$ cat config.mk
export PLATFORM = sky130hd
export DESIGN_NAME = uart_transmitter
export DESIGN_NICKNAME = d
export VERILOG_FILES = /design/src/rtl/uart_pkg.sv /design/src/rtl/uart_baud_gen.sv /design/src/rtl/uart_transmitter.sv
export SDC_FILE = /design/constraint.sdc
export NUM_CORES = 1
export LEC_CHECK = 0
export CORE_MARGIN = 2
export CORE_UTILIZATION = 49
export DETAILED_ROUTE_END_ITERATION = 8
export PLACE_DENSITY = 0.74
export SLEW_MARGIN = 5
export SYNTH_ARGS = -nofsm -noshare
export SYNTH_HDL_FRONTEND = slang
export SYNTH_SLANG_ARGS = --single-unit
$ cat constraint.sdc
create_clock -name clk -period 1.7 [get_ports clk]
set_input_delay 0.255 -clock clk [delete_from_list [all_inputs] [get_ports clk]]
set_output_delay 0.255 -clock clk [all_outputs]
set_load 0.05 [all_outputs]
$ cat src/rtl/uart_pkg.sv
// Shared UART definitions: state encoding, default bit timing, data width and
// frame bit counts. Imported by the transmitter, its baud generator and the
// receiver so both ends agree on framing.
package uart_pkg;

  // 50 MHz system clock / 115200 baud
  localparam int unsigned CPB_DEFAULT = 434;

  localparam int unsigned DATA_W      = 8;
  localparam int unsigned IDX_W       = $clog2(DATA_W);
  localparam int unsigned START_BITS  = 1;
  localparam int unsigned STOP_BITS   = 1;
  localparam int unsigned PARITY_BITS = 1;

  // Bits on the line per frame: 8N1 and 8E1
  localparam int unsigned FRAME_BITS_NOPAR = START_BITS + DATA_W + STOP_BITS;
  localparam int unsigned FRAME_BITS_PAR   = FRAME_BITS_NOPAR + PARITY_BITS;

  // Index of the last data bit, used to leave the data phase
  localparam logic [IDX_W-1:0] IDX_LAST = IDX_W'(DATA_W - 1);

  typedef enum logic [2:0] {
    ST_IDLE   = 3'd0,
    ST_START  = 3'd1,
    ST_DATA   = 3'd2,
    ST_PARITY = 3'd3,
    ST_STOP   = 3'd4
  } uart_state_e;

  // Even parity: the parity bit makes the total count of ones even
  function automatic logic even_parity(input logic [DATA_W-1:0] d);
    return ^d;
  endfunction

endpackage

$ cat src/rtl/uart_baud_gen.sv
// Bit-period timer: one-cycle bit_done pulse every CPB cycles while en is high.
// Latency: first pulse on the CPB-th enabled cycle; counter clears when en is low or clr is high.
// Backpressure: none, free-running while enabled.
// Ports: clk, rst (sync, active-low), en (count enable), clr (force counter to 0),
//        bit_done (last cycle of the current bit period).
module uart_baud_gen
  import uart_pkg::*;
#(
  parameter int unsigned CPB = CPB_DEFAULT
) (
  input  logic clk,
  input  logic rst,
  input  logic en,
  input  logic clr,
  output logic bit_done
);

  localparam int unsigned      CW   = (CPB > 1) ? $clog2(CPB) : 1;
  localparam logic [CW-1:0]    LAST = CW'(CPB - 1);

  logic [CW-1:0] cnt;

  assign bit_done = en && (cnt == LAST);

  // Counter restarts from 0 at every bit boundary so each bit lasts exactly CPB cycles
  always_ff @(posedge clk) begin
    if (!rst) begin
      cnt <= '0;
    end else if (!en || clr || bit_done) begin
      cnt <= '0;
    end else begin
      cnt <= cnt + CW'(1);
    end
  end

endmodule

$ cat src/rtl/uart_transmitter.sv
// UART transmitter: serialises one byte per frame, start bit, 8 data bits LSB first,
// optional even parity (UART_TX_PARITY_EN), one stop bit; each bit held CPB cycles.
// Latency: tx goes low the cycle after acceptance; ready returns one cycle after the stop bit.
// Backpressure: ready is high only in IDLE; valid/data are ignored while busy.
// Ports: clk, rst (sync, active-low), valid/data (byte in), ready, busy, tx (serial line, idle high).
module uart_transmitter
  import uart_pkg::*;
#(
  parameter int unsigned CPB = CPB_DEFAULT
) (
  input  logic              clk,
  input  logic              rst,
  input  logic              valid,
  input  logic [DATA_W-1:0] data,
  output logic              ready,
  output logic              busy,
  output logic              tx
);

  uart_state_e        state;
  uart_state_e        state_next;
  logic [DATA_W-1:0]  shreg;
  logic [IDX_W-1:0]   bit_idx;
  logic               bit_done;
  logic               baud_en;
  logic               baud_clr;
`ifdef UART_TX_PARITY_EN
  logic               par_q;
`endif

  // Counter runs in every non-idle state and is forced clear on any entry to IDLE,
  // including recovery from an illegal encoding.
  assign baud_en  = (state != ST_IDLE);
  assign baud_clr = (state_next == ST_IDLE);

  uart_baud_gen #(
    .CPB(CPB)
  ) u_baud_gen (
    .clk      (clk),
    .rst      (rst),
    .en       (baud_en),
    .clr      (baud_clr),
    .bit_done (bit_done)
  );

  // Next-state and line decode
  always_comb begin
    state_next = state;
    tx         = 1'b1;
    ready      = 1'b0;
    case (state)
      ST_IDLE: begin
        ready = 1'b1;
        if (valid) state_next = ST_START;
      end
      ST_START: begin
        tx = 1'b0;
        if (bit_done) state_next = ST_DATA;
      end
      ST_DATA: begin
        tx = shreg[0];
        if (bit_done && (bit_idx == IDX_LAST)) begin
`ifdef UART_TX_PARITY_EN
          state_next = ST_PARITY;
`else
          state_next = ST_STOP;
`endif
        end
      end
`ifdef UART_TX_PARITY_EN
      ST_PARITY: begin
        tx = par_q;
        if (bit_done) state_next = ST_STOP;
      end
`endif
      ST_STOP: begin
        tx = 1'b1;
        if (bit_done) state_next = ST_IDLE;
      end
      default: begin
        // Unused encodings fall back to an idle line
        tx         = 1'b1;
        state_next = ST_IDLE;
      end
    endcase
  end

  assign busy = ~ready;

  always_ff @(posedge clk) begin
    if (!rst) begin
      state   <= ST_IDLE;
      shreg   <= '0;
      bit_idx <= '0;
`ifdef UART_TX_PARITY_EN
      par_q   <= 1'b0;
`endif
    end else begin
      state <= state_next;
      case (state)
        ST_IDLE: begin
          if (valid) begin
            shreg <= data;
`ifdef UART_TX_PARITY_EN
            par_q <= even_parity(data);
`endif
          end
        end
        ST_START: begin
          bit_idx <= '0;
        end
        ST_DATA: begin
          if (bit_done) begin
            shreg <= {1'b0, shreg[DATA_W-1:1]};
            // Hold at the last index rather than wrapping back to 0
            if (bit_idx != IDX_LAST) bit_idx <= bit_idx + IDX_W'(1);
          end
        end
        default: begin
        end
      endcase
      if (state_next == ST_IDLE) bit_idx <= '0;
    end
  end

endmodule
# [After elaboration in Yosys (flattened, before gate mapping)]
# Cells that the tools add are included.
[word_totals] inputBits=11 wordCells=44 ff_bits=23
[classes] eq_ne=9 muxes=13 n_bitwise=2 n_addsub=2 n_reduce_logical=14
[ops] cell="two-way mux 3 bit" n=6
[ops] cell="two-way mux 8 bit" n=2
[ops] cell="one-hot mux 8 bit (2 select lines)" n=1
[ops] cell="one-hot mux 3 bit (4 select lines)" n=1
[ops] cell="adder 9 x 1 -> 9 bit (second input constant)" n=1
[ops] cell="equality test 9 bit (second input constant)" n=1
[ops] cell="equality test 3 bit (second input constant)" n=2
[ops] cell="logical NOT 3 bit" n=2
[ops] cell="inequality test 2 bit (second input constant)" n=3
[ops] cell="one-hot mux 3 bit (2 select lines)" n=1
[ops] cell="AND reduction 3 bit" n=2
[ops] cell="nonzero test 2 bit" n=2
[ops] cell="OR reduction 2 bit" n=2
[ops] cell="adder 3 x 1 -> 3 bit (second input constant)" n=1
[ops] cell="equality test 3 x 1 -> 1 bit (second input constant)" n=1
[ops] cell="equality test 3 x 2 -> 1 bit (second input constant)" n=1
[ops] cell="inequality test 3 bit (second input constant)" n=1
[ops] cell="nonzero test 3 bit" n=1
[ops] cell="logical AND 1 bit" n=2
[ops] cell="logical OR 1 bit" n=2
[ops] cell="NOT 1 bit" n=2
[ops] cell="one-hot mux 1 bit (2 select lines)" n=1
[ops] cell="logical NOT 1 bit" n=1
[ops] cell="two-way mux 1 bit" n=1

# [Depth between registers and ports, before layout]
# Gate-level depths: netlist of the first run.
[depth] ltp_word=9 depth_mapped=7

# [Cells and area by module]
# From an unflattened synthesis of the first run, not the netlist that was laid out.
[hier_totals] hier_cells=125 hier_area_um2=1218.7
[modules_own_cells] module="uart_transmitter" seq_area_each_um2=280.3 cells_each=76 area_per_inst_um2=765.7 n_inst=1
[modules_own_cells] module="uart_baud_gen" seq_area_each_um2=180.2 cells_each=49 area_per_inst_um2=452.9 n_inst=1

# [Worst setup path before layout of the first run]
# OpenSTA, ideal clock, no wires.
[synth_timing] path_kind="reg-to-output" from="register state[1]" to="output port ready" required_ps=1445 slack_ps=-37 t_arrival_ps=1482 path_stages_with_launch=4 cell_sequence="dfxtp_1 -> clkbuf_1 -> or3_1 -> inv_1"
[synth_between] elab_chain_len=2
[synth_rtl] item="from (decl)" line_no="uart_transmitter.sv:20" source="uart_state_e state;"
[synth_rtl] item="from (signal assigned)" line_no="uart_transmitter.sv:99" source="state <= state_next;"
[synth_rtl] item="logical NOT 3 bit" line_no="uart_transmitter.sv:51" source="case (state)"
[synth_rtl] item="two-way mux 1 bit" line_no="uart_transmitter.sv:51"
[synth_rtl] item="to (decl)" line_no="uart_transmitter.sv:15" source="output logic ready,"
# No other way between the ends.

# [Worst setup path after layout of the first run]
[layout_timing] from="register state[2]" to="output port ready"
# The elaborated chain is that of the path after synthesis.

==> out/qor.txt, run 1 <==
POWER
--------------------------------------------------------------------------------------
Clock share of power ....................................................        24.0%
Fraction of power consumed by combinational cells .......................        18.9%
Worst vdd ir ............................................................    0.4759 mV
Static Leak ............................................................. 0.0005841 µW
Switching Fraction ......................................................       24.95%
Net switching power of the design .......................................     249.2 µW
Total chip power ........................................................     999.1 µW
Fraction of power consumed by sequential logic ..........................        57.0%
PD cells ................................................................ 652.9 nW/µm²
Int Power ...............................................................     749.9 µW

GLOBAL ROUTE
--------------------------------------------------------------------------------------
Number of antenna violations at the first check in global routing .......            0
Global router's overall resource usage ..................................       18.06%
Number of global-route vias before repair ...............................          917
Wire length of the first global-routing pass ............................     3.746 mm
Final global-route overflow total .......................................            0
Maximum number of pins on one net before global-route repair ............           13

ROUTE
--------------------------------------------------------------------------------------
Wire length on met1 .....................................................     1.038 mm
Total number of vias ....................................................          993
Highest metal layer used by the detailed router .........................         met4
Detailed-route wire length ..............................................     2.266 mm
Routed length per placed instance .......................................     12.38 µm
Met2 WL post-DR .........................................................     1.120 mm
Detailed-routed wire length on met3 .....................................        92 µm
Iteration-0 DRC count of the detailed router ............................           35
Antenna Nets Post-Route .................................................            0
Number of vias per cell .................................................        5.426
First-pass iteration count of the detailed router .......................            4
Count of unresolved DRC violations after routing ........................            0

SETUP PATH
--------------------------------------------------------------------------------------
Slowest cell on crit path ............................................... sky130_fd_sc_hd__or3_4
Buffers & Inverters on Critical Path ....................................            3
Worst setup path class .................................................. register to primary output
CP Capture Type ......................................................... primary output
Worst Path Max Fanout ...................................................            8
Required time worst endpoint ............................................      1.44 ns
Family of cells with the greatest summed delay on the critical path ..... simple AND/OR/NAND/NOR gates
Slowest stage delay, CP .................................................      0.41 ns
Critical path launch point type .........................................     register
Data arrival, critical path .............................................      1.40 ns
Worst path cell trace ................................................... buf_6, or3_4, clkinvlp_4, buf_12

CLOCKING
--------------------------------------------------------------------------------------
Cell at the root of the clock tree ...................................... sky130_fd_sc_hd__clkbuf_4
Number of buffers created by CTS ........................................            3
Number of buffers added to fix hold violations after cts ................            0
Number of buffers between clock root and the deepest sink ...............            2
Clock slew at the register clock pins of the worst setup and hold paths .      0.12 ns
CTS sink count ..........................................................           23
CTS H-Tree Depth ........................................................            1
Skew-Pair Late Insertion Delay ..........................................      0.30 ns
CTS tree ................................................................        built

SYNTHESIS
--------------------------------------------------------------------------------------
Gate Count Post-Synth ...................................................          128
Area share of the leading cell type in the synthesized netlist ..........       38.45%
Post-synthesis net count ................................................          143
Distinct cell type count after synthesis ................................           40
Area of the mapped netlist ..............................................     1197 µm²
Number of synthesized register bits .....................................           23
Predominant post-synthesis flop cell .................................... sky130_fd_sc_hd__dfxtp_1
Synth cell count leaders ................................................ 23 x sky130_fd_sc_hd__dfxtp_1, 16 x sky130_fd_sc_hd__nor2_1, 8 x sky130_fd_sc_hd__a21oi_1
Number of enable flip-flop cells after synthesis ........................            0
Share of the yosys chip area belonging to registers .....................       38.45%
Average instance area after synthesis ...................................    9.355 µm²
Largest cells by area after synthesis ................................... sky130_fd_sc_hd__dfxtp_1 38%, sky130_fd_sc_hd__mux2i_1 5.9%, sky130_fd_sc_hd__xnor2_1 5.1%
Dominant cell by count in the synthesized netlist ....................... sky130_fd_sc_hd__dfxtp_1
Post-synth ARST share ...................................................           0%
Warning count from the yosys run ........................................            0
Largest area contributor in the netlist ................................. sky130_fd_sc_hd__dfxtp_1

LAYOUT
--------------------------------------------------------------------------------------
Final Net Count .........................................................          171
Share of cells above drive strength 1 ...................................       23.87%
Ant. Diodes .............................................................            0
Fin area ................................................................     1530 µm²
P&R area growth vs syn ..................................................       27.80%

FLOORPLANNING
--------------------------------------------------------------------------------------
Standard-cell rows ......................................................           17
Placeable core region ...................................................     2255 µm²
Io pins .................................................................           14
DIE HEIGHT ..............................................................     53.44 µm
Die area ................................................................     2855 µm²
Starting density of the core ............................................       53.11%
Width of the chip .......................................................     53.44 µm

PLACED DESIGN
--------------------------------------------------------------------------------------
Area after detailed placement ...........................................     1425 µm²
Quantity of I/O buffers inserted on ports ...............................           13
Weighted congestion at the end of routability-driven global placement ...       0.8759
Half-perimeter wire length of the detailed placement result .............     1.723 mm

TIMING
--------------------------------------------------------------------------------------
Slew at the pin closest to its max-slew limit ...........................    0.3560 ns
Largest clock skew in the final design ..................................  0.001821 ns
Setup Total Neg Slack ...................................................         0 ns
Max Transition Viols Final ..............................................            0
Tcrit/Tclk final ........................................................       97.46%
Min cycle time layout ...................................................     1.657 ns
Final setup violation count .............................................            0
Slew HR .................................................................       75.94%
Endpoints failing hold ..................................................            0
Worst hold slack after final layout .....................................    0.4823 ns
Fmax ....................................................................    603.6 MHz
Setup repair after global routing missed its margin .....................           no

OUTCOME
--------------------------------------------------------------------------------------
Outcome .................................................................    completed

JOB
--------------------------------------------------------------------------------------
Number of max-capacitance violations reported ...........................            0

MIN PATH
--------------------------------------------------------------------------------------
Worst min-delay path class .............................................. register to register

## worst min-delay path: cells and delay by family, from the launching register on
kind            cells  cell delay (ns)
compound gates      1             0.07
flops               1             0.33
simple gates        1             0.05
## cell type report
class,count,area (µm²)
Fill cell,168,724.4
Multi-Input combinational cell,94,683.2
Sequential cell,23,462.9
Timing Repair Buffer,29,300.3
Tap cell,28,35.03
Clock buffer,4,26.28
Inverter,5,22.52
## power by group through the flow
| stage | Combinational (µW) | Clock, µW | Sequential (µW) |
|---|---|---|---|
| 4_1_cts | 183 | 259 | 570 |
| 3_5_place_dp | 165 | 0 | 581 |
| 2_1_floorplan | 103 | 0 | 579 |
| 3_3_place_gp | 160 | 0 | 581 |
| 5_1_grt | 204 | 272 | 573 |
| 6_report | 189 | 240 | 570 |
## per-layer routing
metal / vias to the layer above / track usage [%]
met5: - / 0
met3: 2 / 3.672
met4: 0 / 5.983
met1: 472 / 21.80
met2: 17 / 31.48
li1: 502 / -
## registers in the layout, indices dropped and copies added (netlist names)
signal and flops:
bit_idx 3, shreg 8, state 3, u_baud_gen.cnt 9
## kinds of logic after synthesis
group,Yosys count,share of synthesized area [%]
AOI/OAI and AO/OA,26,14.94
xor gates and xnor gates,8,5.852
adders and majority gates,4,4.180
buffers and inverters,11,6.060
DFF,23,38.45
muxes,7,5.852
and+or+nand+nor,49,24.66
## placed cells by master (no fill, tap or decap), drive strengths merged, types with 2 or more instances in the layout
cell type and instances:
buf 19, inv 4, clkbuf 4, dfxtp 23, nor2 16, nor3 3
nand2 5, nand4b 2, ha 4, nand3b 4, clkdlybuf4s50 10, nor4 2
nand2b 3, a21oi 10, o21ai 7, a211oi 2, nand3 4, mux2i 7
xnor2 7
## final timing paths
path	startpoint	end	slack (ns)	cells after the start
setup / recovery	state[2]	ready	0.04	4
hold / removal	shreg[7]	shreg[7]	0.48	2
setup reg to reg	state[0]	shreg[4]	0.08	6
hold reg to reg	shreg[7]	shreg[7]	0.48	2
## per-stage QoR
| stage | setup WS (ns) | util [%] | instances |
|---|---|---|---|
| after floorplan | 0.04375 | - | 128 |
| after global placement | -0.06603 | 63.21 | 175 |
| after detailed placement | -0.1731 | 63.21 | 175 |
| after CTS | 0.002453 | 66.15 | 181 |
| after global routing | 0.004656 | 67.87 | 183 |
| final | 0.04325 | 67.87 | 183 |
## what timing repair did
item,in CTS,in global routing
pin swaps,1,2
setup buffers,2,2
resized for setup,0,8
endpoints found under the setup margin,8,16
(Power assumes the default switching activity.)
==> run 2, diff against run 1 <==
--- a/config.mk
+++ b/config.mk
@@ -8,6 +8,7 @@
 export CORE_MARGIN = 2
 export CORE_UTILIZATION = 49
 export DETAILED_ROUTE_END_ITERATION = 8
+export HOLD_SLACK_MARGIN = 0.06
 export PLACE_DENSITY = 0.74
 export SLEW_MARGIN = 5
 export SYNTH_ARGS = -nofsm -noshare
==> results of run 2 <==
The final DEF is identical to that of run 1; final timing and power are the same.
==> RTL edit: new RTL, settings of run 2 <==
Set the package constant `CPB_DEFAULT` to 868 (it was 434).
--- a/src/rtl/uart_pkg.sv
+++ b/src/rtl/uart_pkg.sv
@@ -5,5 +5,5 @@
 
   // 50 MHz system clock / 115200 baud
-  localparam int unsigned CPB_DEFAULT = 434;
+  localparam int unsigned CPB_DEFAULT = 868;
 
   localparam int unsigned DATA_W      = 8;
Function: same outputs for any inputs over 10 cycles, from zero or initial values and one cycle with rst low; that may be too few to reach the edited logic, so the function may still have changed.
==> RTL edit against run 2 <==
The run now ends with negative setup slack left. Non-clock buffer count grew 29. Largest cell class unchanged. Sequential cell count grew 1. Design area up 40%. Wire length up 92%. Total power rose by 20%. Largest power group unchanged. Worst setup slack lost 0.30 ns. Synthesized area increased by 5.0%. Count of clock-buffer cells in the layout is the same.
==> RTL edit: results (changes against run 2) <==
Setup path
  • Beginning of the critical path: state[0]$_SDFF_PN0_
  • Crit path max fanout: 2 (-6)
  • Crit path largest cell delay: 0.43 ns (+0.02 ns)
  • Worst path slowest cell: or3b_4

Detailed routing
  • DRT iter0 DRCs: 41 (+17%)
  • Post-Route WL: 4.34 mm (+92%)
  • Vias post-DR: 1342 (+35%)
  • Met3 WL: 204 um (+120%)
  • Met2 Wirelength: 2.18 mm (+95%)
  • Met1 Wirelength: 1.80 mm (+73%)

Status
  • Status: complete, but fails checks
  • Violated checks: negative setup slack

STA
  • Final setup vio count: 23 (+23)
  • Setup slack after layout: -0.258 ns (-0.301 ns)

GRT
  • GR Util met3: 5.19% (+1.5 points)
  • All-Layer GR Usage: 30.4% (+12 points)
  • Met1 usage: 34.9% (+13 points)

Synth
  • Mapped Cells: 131 (+2.3%)
  • Synth cell count leaders: dfxtp_1, mux2i_1, nor2_1
  • Seq/Total Area, Yosys: 38.2% (-0.24 points)

Min path
  • HP Class: in2reg
  • Hold path cells: 3 (+1)
  • Hold wc startpoint: data[7]

Clock network
  • Worst-Skew Late Latency: 0.34 ns (+0.04 ns)

Finish
  • Fin nets: 202 (+18%)
  • Biggest regs: u_baud_gen.cnt x10, shreg x8
  • Share of cells above drive strength 1: 58.3% (+34 points)

Pwr
  • Worst vdd ir: 0.828 mV (+74%)
  • P_int: 851 uW (+13%)
  • Sequential Power: 599 uW (+5.1%)

Placed design
  • Placed cell area: 1670 sq um (+17%)
  • HPWL after DPL: 2.30 mm (+33%)
## RTL edit: kinds of logic (layout without fill, tap and decap cells)
group                      count (synthesis)  in the layout  share of synthesized area (%)
AOI/OAI and AO/OA                         22             22                           15.0
xor gates and xnor gates                   8              8                           5.57
adders and majority gates                  3              3                           2.99
buffers and inverters                     10             66                           5.07
DFF                                       24             24                           38.2
muxes                                     11             11                           8.76
and+or+nand+nor                           53             53                           24.4
## RTL edit: repair_timing
action	4_1_cts	5_1_grt
setup endpoints to repair	24	27
cloned	1	0
setup buffers	9	8
pin swaps	21	8
resized for setup	44	24
## RTL edit: cell type report
| cell class | instances | area (sq um) |
|---|---|---|
| multi-input cells | 97 | 1000 |
| repair buffers | 58 | 564 |
| inverters | 4 | 18.8 |
| clock buffers | 4 | 36.3 |
| fillers | 97 | 307 |
| well taps | 30 | 37.5 |
| flip-flops and latches | 24 | 489 |
